`src/rtl/union_word_tx.sv`:
```
// union_word_tx: transmit side of the tagged-union word link.
// Accepts a 32-bit word plus a member tag, holds it in a union register and
// sends a frame: header {HDR_MAGIC, 2'b00, tag}, then payload bytes LSB first.
// Optional checksum byte (XOR of header and payload) when the macro
// UNION_WORD_TX_CHECKSUM_EN is defined.
module union_word_tx #(
  parameter logic [3:0]  HDR_MAGIC     = 4'hA,
  parameter int unsigned PAYLOAD_BYTES = 4,
  parameter int unsigned CNT_W         = 16
) (
  input  logic             clk,
  input  logic             rst,
  input  logic             in_valid,
  output logic             in_ready,
  input  logic [1:0]       in_tag,
  input  logic [31:0]      in_data,
  output logic             out_valid,
  input  logic             out_ready,
  output logic [7:0]       out_data,
  output logic             out_last,
  output logic             busy,
  output logic             err_illegal,
  output logic [CNT_W-1:0] frame_count
);

  localparam int unsigned IDX_W = 2;
  localparam logic [IDX_W-1:0] LAST_IDX = IDX_W'(PAYLOAD_BYTES - 1);

  localparam logic [1:0] TAG_INT   = 2'd0;
  localparam logic [1:0] TAG_SREAL = 2'd1;
  localparam logic [1:0] TAG_RAW   = 2'd2;

`ifdef UNION_WORD_TX_CHECKSUM_EN
  typedef enum logic [1:0] {S_IDLE, S_HDR, S_PAY, S_CHK} state_t;
`else
  typedef enum logic [1:0] {S_IDLE, S_HDR, S_PAY} state_t;
`endif

  // All members alias the same 32 bits; shortreal is carried as its bit image
  // so the register stays synthesizable.
  typedef union packed {
    logic signed [31:0] as_int;
    logic [31:0]        as_sreal_bits;
    logic [31:0]        as_raw;
  } word_u;

  state_t           state, state_nxt;
  word_u            word, word_nxt;
  logic [1:0]       tag, tag_nxt;
  logic [IDX_W-1:0] idx, idx_nxt;
  logic [CNT_W-1:0] count_nxt;
  logic             err_nxt;
  logic             valid_nxt;
  logic [7:0]       data_nxt;
  logic             last_nxt;
  logic [7:0]       hdr_nxt;

`ifdef UNION_WORD_TX_CHECKSUM_EN
  logic [7:0]       chk_nxt;

  // Checksum over the header and every transmitted payload byte.
  always_comb begin
    chk_nxt = hdr_nxt;
    for (int i = 0; i < int'(PAYLOAD_BYTES); i++) begin
      chk_nxt = chk_nxt ^ word_nxt.as_raw[8*i +: 8];
    end
  end
`endif

  // Next-state, datapath and next-output logic.
  always_comb begin
    state_nxt = state;
    word_nxt  = word;
    tag_nxt   = tag;
    idx_nxt   = idx;
    count_nxt = frame_count;
    err_nxt   = 1'b0;

    case (state)
      S_IDLE: begin
        if (in_valid && in_ready) begin
          if (in_tag != 2'd3) begin
            case (in_tag)
              TAG_INT:   word_nxt.as_int        = in_data;
              TAG_SREAL: word_nxt.as_sreal_bits = in_data;
              TAG_RAW:   word_nxt.as_raw        = in_data;
              default:   word_nxt.as_raw        = in_data;
            endcase
            tag_nxt   = in_tag;
            state_nxt = S_HDR;
          end else begin
            err_nxt = 1'b1;
          end
        end
      end
      S_HDR: begin
        if (out_ready) begin
          idx_nxt   = '0;
          state_nxt = S_PAY;
        end
      end
      S_PAY: begin
        if (out_ready) begin
          if (idx == LAST_IDX) begin
`ifdef UNION_WORD_TX_CHECKSUM_EN
            state_nxt = S_CHK;
`else
            count_nxt = frame_count + CNT_W'(1);
            idx_nxt   = '0;
            state_nxt = S_IDLE;
`endif
          end else begin
            idx_nxt = idx + IDX_W'(1);
          end
        end
      end
`ifdef UNION_WORD_TX_CHECKSUM_EN
      S_CHK: begin
        if (out_ready) begin
          count_nxt = frame_count + CNT_W'(1);
          idx_nxt   = '0;
          state_nxt = S_IDLE;
        end
      end
`endif
      default: state_nxt = S_IDLE;
    endcase

    hdr_nxt   = {HDR_MAGIC, 2'b00, tag_nxt};
    valid_nxt = (state_nxt != S_IDLE);
    data_nxt  = 8'h00;
    last_nxt  = 1'b0;
    case (state_nxt)
      S_HDR: data_nxt = hdr_nxt;
      S_PAY: begin
        data_nxt = word_nxt.as_raw[{idx_nxt, 3'b000} +: 8];
`ifndef UNION_WORD_TX_CHECKSUM_EN
        last_nxt = (idx_nxt == LAST_IDX);
`endif
      end
`ifdef UNION_WORD_TX_CHECKSUM_EN
      S_CHK: begin
        data_nxt = chk_nxt;
        last_nxt = 1'b1;
      end
`endif
      default: data_nxt = 8'h00;
    endcase
  end

  // State, datapath and registered outputs; synchronous reset abandons a frame.
  always_ff @(posedge clk) begin
    if (rst) begin
      state       <= S_IDLE;
      word        <= '0;
      tag         <= '0;
      idx         <= '0;
      frame_count <= '0;
      in_ready    <= 1'b1;
      out_valid   <= 1'b0;
      out_data    <= 8'h00;
      out_last    <= 1'b0;
      busy        <= 1'b0;
      err_illegal <= 1'b0;
    end else begin
      state       <= state_nxt;
      word        <= word_nxt;
      tag         <= tag_nxt;
      idx         <= idx_nxt;
      frame_count <= count_nxt;
      in_ready    <= (state_nxt == S_IDLE);
      out_valid   <= valid_nxt;
      out_data    <= data_nxt;
      out_last    <= last_nxt;
      busy        <= (state_nxt != S_IDLE);
      err_illegal <= err_nxt;
    end
  end

endmodule

```
`config.mk`:
```
export PLATFORM = sky130hd
export DESIGN_NAME = union_word_tx
export DESIGN_NICKNAME = d
export VERILOG_FILES = /design/src/rtl/union_word_tx.sv
export SDC_FILE = /design/constraint.sdc
export NUM_CORES = 1
export LEC_CHECK = 0
export ABC_AREA = 1
export BUFFER_PORTS_ARGS = -buffer_cell sky130_fd_sc_hd__buf_2
export CORE_AREA = 4 4 89 91
export DETAILED_ROUTE_END_ITERATION = 8
export DIE_AREA = 0 0 93 95
export HOLD_SLACK_MARGIN = 0.02
export MAX_ROUTING_LAYER = met4
export PLACE_DENSITY = 0.65
export SKIP_CTS_REPAIR_TIMING = 1
export SYNTH_ARGS = -nofsm -noshare
export SYNTH_HDL_FRONTEND = slang
export SYNTH_SLANG_ARGS = --single-unit
```
`constraint.sdc`:
```
create_clock -name clk -period 3.2 [get_ports clk]
set_input_delay 0.32 -clock clk [delete_from_list [all_inputs] [get_ports clk]]
set_output_delay 0.32 -clock clk [all_outputs]
set_load 0.01 [all_outputs]
```
==> results of run 1 <==
[per-layer routing]
metal,up-vias,wire (µm),track usage,share of wire
met5,-,0,-,0
met4,0,123,0.0757,0.016
met3,15,470,0.0534,0.061
met2,74,3700,0.311,0.48
met1,1334,3400,0.220,0.44
li1,1565,-,-,-
[final timing paths]
path | to | slack [ps] | cells after the start | from
hold / removal | word[10]$_SDFF_PP0_ | 240 | 3 | in_data[10]
setup reg to reg | out_data[1]$_SDFF_PP0_ | 820 | 11 | state[0]$_SDFF_PP0_
hold reg to reg | word[1]$_SDFF_PP0_ | 470 | 2 | word[1]$_SDFF_PP0_
setup / recovery | out_data[1]$_SDFF_PP0_ | 820 | 11 | state[0]$_SDFF_PP0_
[cells in the mapped netlist (3+ instances only)]
library cell,count
sky130_fd_sc_hd__nor2_4,3
sky130_fd_sc_hd__buf_2,3
sky130_fd_sc_hd__a21oi_1,36
sky130_fd_sc_hd__nand4_1,22
sky130_fd_sc_hd__nor2_1,42
sky130_fd_sc_hd__nand3_1,27
sky130_fd_sc_hd__clkbuf_1,13
sky130_fd_sc_hd__nor3_1,4
sky130_fd_sc_hd__dfxtp_1,66
sky130_fd_sc_hd__ha_1,9
sky130_fd_sc_hd__o21ai_0,13
sky130_fd_sc_hd__nand2_1,135
sky130_fd_sc_hd__inv_1,44
[state kept, by name, summed over array words and instances (netlist names), 2 cells and up]
register     flops
idx              2
word            32
frame_count     16
tag              2
state            2
out_data         8
[metrics by stage]
stage	area, µm²	worst slack [ps]
floorplan	3160	1130
global placement	3540	907
detailed placement	3540	844
CTS	3770	842
global route	3770	596
finish	3770	825
[placed cells by master (no fill, tap or decap), drive strengths merged, types with 2 or more instances in the layout]
cell,n
inv,46
nand4,22
nor3,5
dfxtp,66
nand2,138
nand3,30
bufinv,2
a21oi,37
o21a,2
buf,70
or2,3
ha,9
clkbuf,9
o21ai,14
clkinv,4
nor2,47
[logic make-up (layout without fill, tap and decap cells)]
logic type / count (synthesis) / after routing / synth area share
AO/OA/AOI/OAI: 57 / 57 / 0.100
XOR/XNOR: 2 / 2 / 0.00555
adder cells (fa/ha/maj): 9 / 9 / 0.0357
buffers and inverters: 66 / 132 / 0.0856
flip-flops: 66 / 66 / 0.418
AND/OR/NAND/NOR: 249 / 249 / 0.355
[power by group]
part / internal [mW] / total, mW / switching (mW)
registers: 0.893 / 0.916 / 0.0231
clock network: 0.445 / 0.794 / 0.349
logic: 0.179 / 0.527 / 0.348
[cell type report]
cell class / instances / area, µm² / share of cell area
multi-input cells: 317 / 1570 / 0.415
clock inverters: 7 / 103 / 0.0272
repair buffers: 70 / 360 / 0.0956
flip-flops and latches: 66 / 1320 / 0.350
well taps: 99 / 124 / 0.0328
clock buffers: 9 / 124 / 0.0328
inverters: 46 / 173 / 0.0458
[worst max-delay path: cells and delay by family (launching register included)]
family / cells / cell delay [ps]
compound gates: 2 / 440
simple gates: 3 / 440
buf+inv: 4 / 590
fa+ha+maj: 2 / 470
flops: 1 / 340
==> PnR_summary.wiki, run 1 <==
{| class="wikitable"
! Metric !! Value
|-
| Launching element type of the critical path || register
|-
| Count of state elements after synthesis || 66
|-
| Peak clock frequency supported by timing || 0.421 GHz
|-
| Synthesis warning total || 0
|-
| Clock buffers created by TritonCTS || 9
|-
| Number of distinct standard cells referenced by the synthesized netlist || 39
|-
| # setup viols final || 0
|-
| Leakage power summed over all cells || 1.83 nW
|-
| Clock net sink count || 66
|-
| Maximum clock insertion buffer count || 2
|-
| Worst slew slack as a fraction of its limit || 0.592
|-
| Antenna diodes || 0
|-
| Ratio of total power to cell area || 593 mW/mm²
|-
| Fill cell count || 757
|-
| RSZ-0062 raised after global routing || no
|-
| Number of enable flip-flop cells after synthesis || 0
|-
| Initial core utilization || 0.442
|-
| Cell chosen for the clock root || sky130_fd_sc_hd__clkbuf_8
|-
| Cells after Synth || 449
|-
| Area share of the largest cell type after synthesis || 0.418
|-
| Sequential fraction of the synthesis area || 0.418
|-
| Detailed-route wire length per cell || 12.5 µm
|-
| Element type at the critical path end || register
|-
| Clock-pin slew on the worst setup and hold paths || 80 ps
|-
| Buffers added on ports || 66
|-
| Worst Hold Class || input port to register
|-
| Maximum vdd ir drop || 218 µV
|-
| Overall die area || 0.00884 mm²
|-
| Required time of the worst setup path || 3440 ps
|-
| Fraction of the cycle the final worst path needs || 0.742
|-
| Placed cell count || 598
|-
| Number of top-level design ports || 67
|-
| Dominant cells by area after synthesis || sky130_fd_sc_hd__dfxtp_1, sky130_fd_sc_hd__nand2_1, sky130_fd_sc_hd__a21oi_1
|-
| Post-route total power || 2.24 mW
|-
| Layout area overhead || 19.4%
|-
| Cell area after technology mapping || 0.00316 mm²
|-
| Die span in y || 95 µm
|-
| Via count of the first global-routing pass || 2902
|-
| DRC || 0
|-
| Number of standard cells in the final layout excluding fillers || 614
|-
| Fraction of final layout cells with drive strength greater than 1 || 0.198
|-
| Global route overflow || 0
|-
| Core Region || 0.00714 mm²
|-
| Crit-path max cell delay || 340 ps
|-
| Post-synth ARST share || 0
|-
| Placer congestion estimate || 0.892
|-
| CP max stage cell || sky130_fd_sc_hd__dfxtp_1
|-
| Cell row count || 31
|-
| Die Span X || 93 µm
|-
| Type of the setup path with the least slack || register to register
|-
| Cell type with the highest aggregate area in the netlist || sky130_fd_sc_hd__dfxtp_1
|-
| Arrival time at the worst endpoint || 2620 ps
|-
| Most used cell along the critical path || sky130_fd_sc_hd__inv_1
|-
| Pin slew with the least headroom to its limit || 611 ps
|-
| Number of iterations in the first detailed-routing pass || 4
|-
| Biggest fanout along the worst timing path || 22
|-
| Post-route ant nets || 0
|-
| Post-detailed-route via-to-cell ratio || 4.87
|-
| Status || complete, no violations
|-
| Dominant synthesized flop cell || sky130_fd_sc_hd__dfxtp_1
|-
| Drt total wl || 7690 µm
|-
| Number of nets produced by synthesis || 496
|-
| Initial DRC Count || 137
|-
| Smallest hold slack || 237 ps
|-
| Hold Violations, Final || 0
|-
| Final core occ || 0.528
|-
| Clock skew after layout || 13.8 ps
|-
| Global routing usage summed across all routing layers || 0.190
|-
| Largest net degree at the start of global routing || 49
|-
| Minimum clock period || 2380 ps
|-
| First-pass GRT wire length || 13000 µm
|-
| Final slew viol count || 0
|-
| Antenna violations before repair || 0
|-
| Worst-path cell chain || inv_1 > ha_1 > buf_4 > inv_1 > a31o_2 > a21oi_1 > inv_1 > ha_1 > and3_1 > nand3_1 > nand2_1
|-
| Skew-Pair Late Insertion Delay || 350 ps
|-
| Clock tree from TritonCTS || yes
|-
| Post-layout nets || 557
|-
| Max Cap Violations || 0
|-
| Total via count after detailed routing || 2988
|-
| Average instance area after synthesis || 7.03 µm²
|-
| Total negative setup slack || 0 ps
|-
| Final HPWL DP || 5430 µm
|-
| Htree depth || 3
|}
No activity file was read; power rests on OpenSTA's default activity.
==> run 2: changes to the inputs <==
--- a/config.mk
+++ b/config.mk
@@ -5,11 +5,11 @@
 export SDC_FILE = /design/constraint.sdc
 export NUM_CORES = 1
 export LEC_CHECK = 0
-export ABC_AREA = 1
+export ABC_AREA = 0
 export BUFFER_PORTS_ARGS = -buffer_cell sky130_fd_sc_hd__buf_2
-export CORE_AREA = 4 4 89 91
+export CORE_AREA = 4 4 88 90
 export DETAILED_ROUTE_END_ITERATION = 8
-export DIE_AREA = 0 0 93 95
+export DIE_AREA = 0 0 92 94
 export HOLD_SLACK_MARGIN = 0.02
 export MAX_ROUTING_LAYER = met4
 export PLACE_DENSITY = 0.65
==> constraint.sdc (replaced) <==
create_clock -name clk -period 2.2 [get_ports clk]
set_input_delay 0.22 -clock clk [delete_from_list [all_inputs] [get_ports clk]]
set_output_delay 0.22 -clock clk [all_outputs]
set_load 0.01 [all_outputs]
==> run 2 against run 1 <==
  * Maximum frequency is 8.8% higher
  * Design area grew 3.4%
  * Synthesized cell count shrank 23%
  * Critical path depth is the same
  * Die area is 2.1% lower
  * Final cell count down 14%
  * Power grew 38%
  * Sequential share of layout area shrank 1.1 points
  * Clock power is 41% higher
  * Count of clock-buffer cells in the layout unchanged
  * Combinational power up 23%
  * Via count down 8.1%
  * Largest cell class unchanged
  * Largest power group unchanged
==> PnR_summary.wiki, run 2 <==
{| class="wikitable"
! Metric !! Value
|-
| Status || complete, no violations
|-
| Largest net degree at the start of global routing || 39 (-20%)
|-
| Initial core utilization || 0.436 (-0.00684)
|-
| Maximum clock insertion buffer count || 2 (unchanged)
|-
| Final core occ || 0.552 (+0.0237)
|-
| Worst slew slack as a fraction of its limit || 0.720 (+0.128)
|-
| Post-route design area || 0.00390 mm² (+3.4%)
|-
| Cell with the most instances after synthesis || sky130_fd_sc_hd__dfxtp_1
|-
| Die span in y || 94 µm (-1.1%)
|-
| Leakage power summed over all cells || 1.62 nW (-12%)
|-
| CP max stage cell || sky130_fd_sc_hd__a221o_1
|-
| Max Cap Violations || 0 (unchanged)
|-
| Count of state elements after synthesis || 66 (unchanged)
|-
| Fraction of the cycle the final worst path needs || 0.992 (+0.250)
|-
| Die Span X || 92 µm (-1.1%)
|-
| Antenna diodes || 0 (unchanged)
|-
| Top cell family by delay on the critical path || simple AND/OR/NAND/NOR gates
|-
| Net switching fraction of the power || 0.279 (-0.0427)
|-
| Global route overflow || 0 (unchanged)
|-
| Total via count after detailed routing || 2747 (-8.1%)
|-
| Synthesis warning total || 0 (unchanged)
|-
| Dominant cells by area after synthesis || sky130_fd_sc_hd__dfxtp_1, sky130_fd_sc_hd__a21oi_1, sky130_fd_sc_hd__nand3_1
|-
| Pin slew with the least headroom to its limit || 420 ps (-192 ps)
|-
| Via count of the first global-routing pass || 2634 (-9.2%)
|-
| Overall die area || 0.00865 mm² (-2.1%)
|-
| Initial DRC Count || 136 (-0.73%)
|-
| Number of top-level design ports || 67 (unchanged)
|-
| Sequential fraction of the synthesis area || 0.430 (+0.0112)
|-
| Worst-path cell chain || inv_2 > ha_4 > and3_4 > nand2_4 > a221o_1 > ha_2 > nor2b_4 > nand2_2 > and3b_2 > a31oi_1 > o21ai_1
|-
| Cell type with the highest aggregate area in the netlist || sky130_fd_sc_hd__dfxtp_1
|-
| Element type at the critical path end || register
|-
| Total net switching power || 0.861 mW (+19%)
|-
| Global routing usage summed across all routing layers || 0.188 (-0.00161)
|-
| Area share of the largest cell type after synthesis || 0.430 (+0.0112)
|-
| Seq pwr share || 0.427 (+0.018)
|-
| Cell row count || 31 (unchanged)
|-
| Cells after Synth || 345 (-23%)
|-
| # setup viols final || 0 (unchanged)
|-
| Depth of the worst register-to-register path || 11 (unchanged)
|-
| Reg-to-reg startpoint || state[1]$_SDFF_PP0_
|-
| Layout area overhead || 26.7%
|-
| Post-detailed-route via-to-cell ratio || 5.20 (+6.9%)
|-
| Detailed-route wire length per cell || 14.3 µm (+14%)
|-
| RSZ-0062 raised after global routing || yes
|-
| Largest registers || word x32, frame_count x16, out_data x8
|-
| Bufs and invs on worst path || 1 (-3)
|-
| Maximum vdd ir drop || 495 µV (+130%)
|-
| Clock net sink count || 66 (unchanged)
|-
| Grt met1 use || 0.228 (+0.00753)
|-
| First-pass GRT wire length || 12600 µm (-2.7%)
|-
| Fraction of final layout cells with drive strength greater than 1 || 0.336 (+0.138)
|-
| Met3 usage in global routing || 0.0441 (-0.00932)
|-
| Clock-pin slew on the worst setup and hold paths || 70 ps (about the same)
|-
| Worst Hold Class || input port to register
|-
| Core Region || 0.00706 mm² (-1.1%)
|-
| Most frequent cells in the layout || sky130_fd_sc_hd__buf_2, sky130_fd_sc_hd__dfxtp_1, sky130_fd_sc_hd__a21oi_1
|-
| Final slew viol count || 0 (unchanged)
|-
| Internal Dissipation || 2.22 mW (+46%)
|-
| Biggest register || word
|-
| WHS Path Cells || 3 (unchanged)
|-
| Number of distinct standard cells referenced by the synthesized netlist || 45 (+15%)
|-
| Power share of the combinational group || 0.210 (-0.026)
|-
| Top cell types by occurrence after synthesis || sky130_fd_sc_hd__dfxtp_1, sky130_fd_sc_hd__a21oi_1, sky130_fd_sc_hd__nand3_1
|-
| Number of enable flip-flop cells after synthesis || 0 (unchanged)
|-
| Area of placed instances || 0.00364 mm² (+2.6%)
|-
| Global routing met2 resource utilization || 0.302 (-0.00963)
|-
| Post-route total power || 3.08 mW (+38%)
|-
| Number of standard cells in the final layout excluding fillers || 528 (-14%)
|-
| Average instance area after synthesis || 8.91 µm² (+27%)
|-
| Clock tree from TritonCTS || yes
|-
| Ratio of total power to cell area || 790 mW/mm² (+33%)
|-
| Cell area after technology mapping || 0.00308 mm² (-2.6%)
|-
| Final HPWL DP || 5470 µm (+0.73%)
|-
| Post-layout nets || 471 (-15%)
|-
| Post-route ant nets || 0 (unchanged)
|-
| Most common cell after layout, fill and taps aside || sky130_fd_sc_hd__buf_2
|-
| Worst hold path endpoint || word[14]$_SDFF_PP0_
|-
| Placer congestion estimate || 0.813 (-8.8%)
|-
| Placed cell count || 509 (-15%)
|-
| Buffers added on ports || 66 (unchanged)
|-
| Number of nets produced by synthesis || 392 (-21%)
|-
| Fraction of power consumed by the clock network || 0.363 (+0.008)
|-
| Startpoint of the most critical hold path || in_data[14]
|-
| Skew-Pair Late Insertion Delay || 350 ps (about the same)
|-
| Biggest fanout along the worst timing path || 7 (-68%)
|-
| Type of the setup path with the least slack || register to register
|-
| Post-synth ARST share || 0 (unchanged)
|-
| Clock buffers created by TritonCTS || 9 (unchanged)
|-
| Clock skew after layout || 9.04 ps (-4.75 ps)
|-
| Worst R2R Setup Slack || 20 ps (-810 ps)
|-
| Antenna violations before repair || 0 (unchanged)
|-
| Worst reg2reg endpoint || out_data[7]$_SDFF_PP0_
|-
| Crit-path max cell delay || 400 ps (+60 ps)
|-
| Dominant synthesized flop cell || sky130_fd_sc_hd__dfxtp_1
|-
| Number of flip-flops in the largest register || 32 (unchanged)
|-
| Launching element type of the critical path || register
|-
| Busiest layer in global routing || met2
|-
| Htree depth || 3 (unchanged)
|-
| Drt total wl || 7530 µm (-2.1%)
|-
| Minimum clock period || 2180 ps (-192 ps)
|-
| Total negative setup slack || 0 ps (unchanged)
|-
| Number of iterations in the first detailed-routing pass || 4 (unchanged)
|-
| Arrival time at the worst endpoint || 2420 ps (-200 ps)
|-
| Peak clock frequency supported by timing || 0.458 GHz (+8.8%)
|-
| DRC || 0 (unchanged)
|-
| Hold Violations, Final || 0 (unchanged)
|-
| Required time of the worst setup path || 2440 ps (-1000 ps)
|-
| Cell chosen for the clock root || sky130_fd_sc_hd__clkbuf_8
|}
run 2: changes by cell type after synthesis, moves of 8 or more:
cell                      previous run  this run
sky130_fd_sc_hd__o21ai_0            13        25
sky130_fd_sc_hd__o21ai_1             1        13
sky130_fd_sc_hd__inv_1              44         8
sky130_fd_sc_hd__a21oi_1            36        28
sky130_fd_sc_hd__a22oi_1             0        11
sky130_fd_sc_hd__nor2b_1             0        15
sky130_fd_sc_hd__nand2_1           135        16
sky130_fd_sc_hd__nor2_1             42        25
sky130_fd_sc_hd__mux2_2              0        10
sky130_fd_sc_hd__nand4_1            22         7
run 2: final cells by class:
cell class	count	area, µm²
clock buffer	9	124
clock inverter	7	93.8
fill	704	3160
inverter	8	32.5
multi-input combinational	249	1690
sequential	66	1320
tap	99	124
timing repair buffer	90	510
run 2: worst max path at each step:
| stage | startpoint | slack [ps] | to | cells past startpoint |
|---|---|---|---|---|
| CTS | state[1]$_SDFF_PP0_ | -110 | out_data[7]$_SDFF_PP0_ | 11 |
| finish | state[1]$_SDFF_PP0_ | 20 | out_data[7]$_SDFF_PP0_ | 11 |
| global route | state[1]$_SDFF_PP0_ | -90 | out_data[1]$_SDFF_PP0_ | 11 |
| global placement | state[1]$_SDFF_PP0_ | 0.3 | out_data[5]$_SDFF_PP0_ | 11 |
| floorplan | state[1]$_SDFF_PP0_ | -120 | out_data[5]$_SDFF_PP0_ | 13 |
| detailed placement | state[1]$_SDFF_PP0_ | -70 | out_data[7]$_SDFF_PP0_ | 11 |
run 2: kinds of logic (layout without fill, tap and decap cells):
kind of cell	after synthesis	in the layout	synth area share
simple gates	116	116	0.217
compound gates	100	100	0.193
flops	66	66	0.430
buf+inv	30	114	0.0423
xor+xnor	12	12	0.0342
mux	12	12	0.0472
fa+ha+maj	9	9	0.0366
run 2: routing by layer:
metal,wire length [µm],up-vias,share of wire
met5,0,-,0
met4,182,0,0.024
met3,349,14,0.046
met2,3610,59,0.48
met1,3390,1276,0.45
li1,-,1398,-
run 2: metrics by stage:
| stage | hold WS, ps | setup WS (ps) |
|---|---|---|
| 6_report | 136 | 16.6 |
| 3_3_place_gp | 447 | 0.278 |
| 2_1_floorplan | 360 | -119 |
| 4_1_cts | 128 | -106 |
| 5_1_grt | 140 | -86.2 |
| 3_5_place_dp | 450 | -70.3 |
run 2: power groups by stage:
| stage | logic [mW] | clock network (mW) | registers [mW] |
|---|---|---|---|
| final | 0.648 | 1.12 | 1.31 |
| after floorplan | 0.435 | 0 | 1.35 |
| after global placement | 0.613 | 0 | 1.34 |
| after CTS | 0.629 | 1.14 | 1.31 |
| after global routing | 0.722 | 1.19 | 1.32 |
| after detailed placement | 0.627 | 0 | 1.34 |
run 2: worst min-delay path: cells and delay by family:
kind,cells,cell delay (ps)
buffers and inverters,1,100
AOI/OAI and AO/OA,1,60
and+or+nand+nor,1,50
